`src/rtl/keysched_state_gate.sv`:
```
// keysched_state_gate
//   Time-multiplexed key gate that owns a host FSM's present-state register.
//   A free-running counter splits time into NUM_KEYS windows of WINDOW edges;
//   each window has its own key. On every falling edge a matching key_in
//   lets nx_state through, a mismatch corrupts the state according to MODE
//   (0 per-edge decoy, 1 sticky decoy, 2 XOR perturbation; others act as 0).
// Ports
//   clk      : clock, all registers update on the falling edge
//   rst      : asynchronous active-high reset
//   key_in   : key bits sampled at each falling edge
//   nx_state : next state from host combinational logic
//   pr_state : present state register, fed back to host
//   win_idx  : registered window index of the post-update counter
module keysched_state_gate #(
    parameter int unsigned STATE_W = 5,
    parameter int unsigned KEY_W = 9,
    parameter int unsigned NUM_KEYS = 3,
    parameter int unsigned WINDOW = 9,
    parameter logic [NUM_KEYS*KEY_W-1:0] KEYS = {9'd214, 9'd461, 9'd382},
    parameter logic [NUM_KEYS*STATE_W-1:0] DECOYS = {5'd5, 5'd14, 5'd6},
    parameter logic [STATE_W-1:0] RESET_STATE = STATE_W'(1),
    parameter int unsigned MODE = 0,
    localparam int unsigned WIN_W = (NUM_KEYS > 1) ? $clog2(NUM_KEYS) : 1
) (
    input  logic               clk,
    input  logic               rst,
    input  logic [KEY_W-1:0]   key_in,
    input  logic [STATE_W-1:0] nx_state,
    output logic [STATE_W-1:0] pr_state,
    output logic [WIN_W-1:0]   win_idx
);

    localparam int unsigned PERIOD = NUM_KEYS * WINDOW;
    localparam int unsigned CNT_W = (PERIOD > 1) ? $clog2(PERIOD) : 1;

    logic [CNT_W-1:0]   cnt;
    logic [CNT_W-1:0]   cnt_next;
    logic [WIN_W-1:0]   win_cur;
    logic [WIN_W-1:0]   win_next;
    logic [KEY_W-1:0]   key_cur;
    logic [STATE_W-1:0] decoy_cur;
    logic [KEY_W-1:0]   diff;
    logic [STATE_W-1:0] fold;
    logic               match;
    logic               sticky;
    logic               sticky_next;
    logic [STATE_W-1:0] state_next;

    // Window is always derived from the pre-increment counter of this edge.
    assign cnt_next  = (cnt == CNT_W'(PERIOD - 1)) ? '0 : cnt + CNT_W'(1);
    assign win_cur   = WIN_W'(32'(cnt) / WINDOW);
    assign win_next  = WIN_W'(32'(cnt_next) / WINDOW);
    assign key_cur   = KEYS[win_cur*KEY_W +: KEY_W];
    assign decoy_cur = DECOYS[win_cur*STATE_W +: STATE_W];
    assign diff      = key_in ^ key_cur;
    assign match     = (diff == '0);

    // XOR-fold of the key difference into STATE_W-bit chunks; bit i of the
    // difference lands on bit (i mod STATE_W), which zero-pads the top chunk.
    always_comb begin
        fold = '0;
        for (int unsigned i = 0; i < KEY_W; i++) begin
            fold[i % STATE_W] = fold[i % STATE_W] ^ diff[i];
        end
    end

    always_comb begin
        state_next  = nx_state;
        sticky_next = sticky;
        if (MODE == 1) begin
            if (sticky || !match) begin
                state_next  = decoy_cur;
                sticky_next = 1'b1;
            end
        end else if (MODE == 2) begin
            state_next = nx_state ^ fold;
        end else if (!match) begin
            state_next = decoy_cur;
        end
    end

    always_ff @(negedge clk or posedge rst) begin
        if (rst) begin
            cnt      <= '0;
            win_idx  <= '0;
            sticky   <= 1'b0;
            pr_state <= RESET_STATE;
        end else begin
            cnt      <= cnt_next;
            win_idx  <= win_next;
            sticky   <= sticky_next;
            pr_state <= state_next;
        end
    end

endmodule

```
`config.mk`:
```
export PLATFORM = sky130hd
export DESIGN_NAME = keysched_state_gate
export DESIGN_NICKNAME = d
export VERILOG_FILES = /design/src/rtl/keysched_state_gate.sv
export SDC_FILE = /design/constraint.sdc
export NUM_CORES = 1
export LEC_CHECK = 0
export ABC_CLOCK_PERIOD_IN_PS = 4100
export BUFFER_PORTS_ARGS = -buffer_cell sky130_fd_sc_hd__buf_2
export CAP_MARGIN = 20
export CORE_MARGIN = 3
export CORE_UTILIZATION = 55
export CTS_BUF_LIST = sky130_fd_sc_hd__clkbuf_4
export DETAILED_ROUTE_END_ITERATION = 12
export PLACE_DENSITY = 0.82
export SYNTH_ARGS = -nofsm -noshare
export SYNTH_HDL_FRONTEND = slang
export SYNTH_SLANG_ARGS = --single-unit
```
`constraint.sdc`:
```
create_clock -name clk -period 4.1 [get_ports clk]
set_input_delay 0.205 -clock clk [delete_from_list [all_inputs] [get_ports clk]]
set_output_delay 0.205 -clock clk [all_outputs]
set_load 0.02 [all_outputs]
```
-- Yosys cells after proc, flatten, opt, wreduce, memory -nomap -nowiden
Index checks and enable logic that the tools add are counted.
- output and inout port bits: 7
- logic and storage cells: 15
- input bits: 16
- flip-flop bits (word level): 12
- mux-type cells: 2
- bitwise logic cells: 1
- $mul: 2
- shift-type cells: 2
- add/subtract/negate cells: 1
- div/mod/pow operators: 2
- equality and inequality tests: 1
- reductions and logical operators: 1
- operator list (operator ; number):
    divider 5 x 4 -> 32 bit, second input constant ; 2
    variable part select 27 x 7 -> 9 bit, first input constant ; 1
    variable part select 15 x 6 -> 5 bit, first input constant ; 1
    2-to-1 mux 5 bit ; 2
    zero test 9 bit ; 1
    bitwise XOR 9 bit ; 1
    multiplier 2 x 4 -> 6 bit, second input constant ; 1
    adder 5 x 1 -> 5 bit, second input constant ; 1
    equality test 5 bit, second input constant ; 1
    multiplier 2 x 3 -> 5 bit, second input constant ; 1

-- Logic depth before layout (Yosys ltp)
- depth in word-level cells: 6
- depth in mapped cells: 12
- depth with buffers taken out: 11

==> reports/qor.csv <==
metric,value,unit
cts-root-buf,clkbuf_4,
final_max_slew_viol_count,0,
clock_sinks,12,
diodes,0,
timing.max_cap.violations,0,
synth-async-reset-ratio,100,%
grt_overflow_total,0,
cts_tree,built,
numCtsBuffers,3,
yosysSeqAreaShare,31.5,%
num_rows,14,
post_cts_resized,0,
firstDrtPassIters,4,
clk_path_buf_depth,2,
final-seq-area,302,um^2
portBuffers,22,
layout_commonest_cell,buf_2,
syn_to_final_growth,14.8,%
htreeDepth,1,
grt_pass1_vias,739,
die_h,47.7,um
outcome,completed,
cp-start-kind,flop,
drc,0,
synthCells,92,
synth.distinct_cells,47,
clk_latency,340,ps
fin_nets,146,
synth_edf_count,0,
hold_ws,467,ps
hold_viol,0,
rsz0062_at_grt,no,
grt_max_degree,13,
die-width,47.7,um
vias_per_cell,5.98,
crit_fanout,7,
critPathKind,flop to flop,
fin_setup_tns,0,ps
multiInputGateArea,596,um^2
routed_wl,1.87,mm
gp_congestion,0.771,
track_usage,19.1,%
hold_path.class,flop to flop,
via_count,790,
fin_crit_sh,87.0,%
finClkSkew,56.7,ps
drt_iter0_markers,9,
ys.flop_type,dfrtn_1,
final_cell_mix,"22 x buf_2, 13 x ha_1, 11 x dfrtn_1",
power_density,199,nW/um^2
ys_seq_elements,12,
cp-end-kind,flop,
worst_slack,534,ps
fp.coreArea,1580,um^2
period_needed,3570,ps
postSynthAreaPerCell,10.4,um^2
ant_nets,0,
cellLeakagePower,0.539,nW
syn_nets,121,
wl_per_cell,14.1,um
start_util,60.6,%
yosysWarningCount,0,
grt_pass1_wl,3.05,mm
slew-limit-headroom,70.6,%
grt_antenna_before_repair,0,
synth.cell_area,956,um^2
drive_gt1_share,33.6,%
cts_hold_buf,0,
max_freq,280,MHz
worstMarginPinSlew,440,ps
post-cts-setup-buffers,0,
ios,23,
place_ws,345,ps
clkTransAtPathRegs,60,ps
fillerInstances,134,
setup_viol,0,
die-area,2270,um^2
worstPathRequired,6280,ps
vdd_drop_max,0.0995,mV
arrival,5750,ps
hpwlAfterDp,1.49,mm
-- area by class of cell --
cell class,count,share of cell area [%]
tap,16,1.82
timing repair buffer,22,10.0
multi-input combinational,67,54.3
clock buffer,3,2.05
inverter,10,3.65
clock inverter,2,0.684
sequential,12,27.5
-- worst max-delay path, stage by stage, from the launching register on --
cell and delay, ps:
dfrtn_1 530, inv_1 90, ha_1 220, o41a_4 540, and3_1 200, o21ai_1 160, a32oi_1 160, ha_1 250
a21boi_0 130, o41a_1 440, a211oi_4 350, mux2_4 330
-- cells by family after synthesis --
family | after synthesis | share of synthesized area, %
AOI/OAI and AO/OA | 21 | 20.6
xor gates and xnor gates | 4 | 3.67
adders and majority gates | 13 | 17.0
buffers and inverters | 13 | 6.15
DFF | 12 | 31.5
muxes | 3 | 4.19
and+or+nand+nor | 26 | 16.9
-- state kept, by name, indices dropped and copies added, names as in the netlist --
register / cells
cnt: 5
win_idx: 2
pr_state: 5
-- stage by stage --
stage	utilization, %	cell area (um^2)	total power [mW]	cells
after floorplan	-	956	0.131	92
after global placement	67.9	1070	0.140	128
after detailed placement	67.9	1070	0.140	128
after CTS	69.6	1100	0.219	132
after global routing	69.6	1100	0.229	132
final	69.6	1100	0.218	132
-- final timing paths --
kind                        start     endpoint  slack, ps  cells after the start
hold / removal             cnt[0]       cnt[0]        470                      1
min in group asynchronous     rst   win_idx[0]       1840                      2
max in group asynchronous     rst  pr_state[0]       1850                      2
setup / recovery           cnt[0]  pr_state[3]        530                     11
setup reg to reg           cnt[0]  pr_state[3]        530                     11
hold reg to reg            cnt[0]       cnt[0]        470                      1
-- power breakdown --
part	switching [mW]	total [mW]	internal [mW]
combinational	0.00800	0.0158	0.00781
clock	0.0460	0.0831	0.0371
sequential	0.0000110	0.119	0.119
total	0.0540	0.218	0.164
-- synth_stat cells (2+ instances only) --
master	n	area (um^2)
nor2b_1	3	18.8
nand3_1	2	10.0
inv_1	10	37.5
or2_2	2	12.5
a311oi_1	2	17.5
a21oi_1	2	10.0
mux2_4	2	30.0
ha_1	13	163
xnor2_1	3	26.3
nor2_1	6	22.5
dfrtn_1	11	275
-- layer usage --
metal	share of wire [%]	GRT usage, %	vias to the layer above
li1	-	-	380
met1	43	21.2	378
met2	51	35.1	25
met3	3.8	3.38	7
met4	2.4	8.06	0
met5	0	0	-
Note: power is estimated with default switching activity, not from simulation.
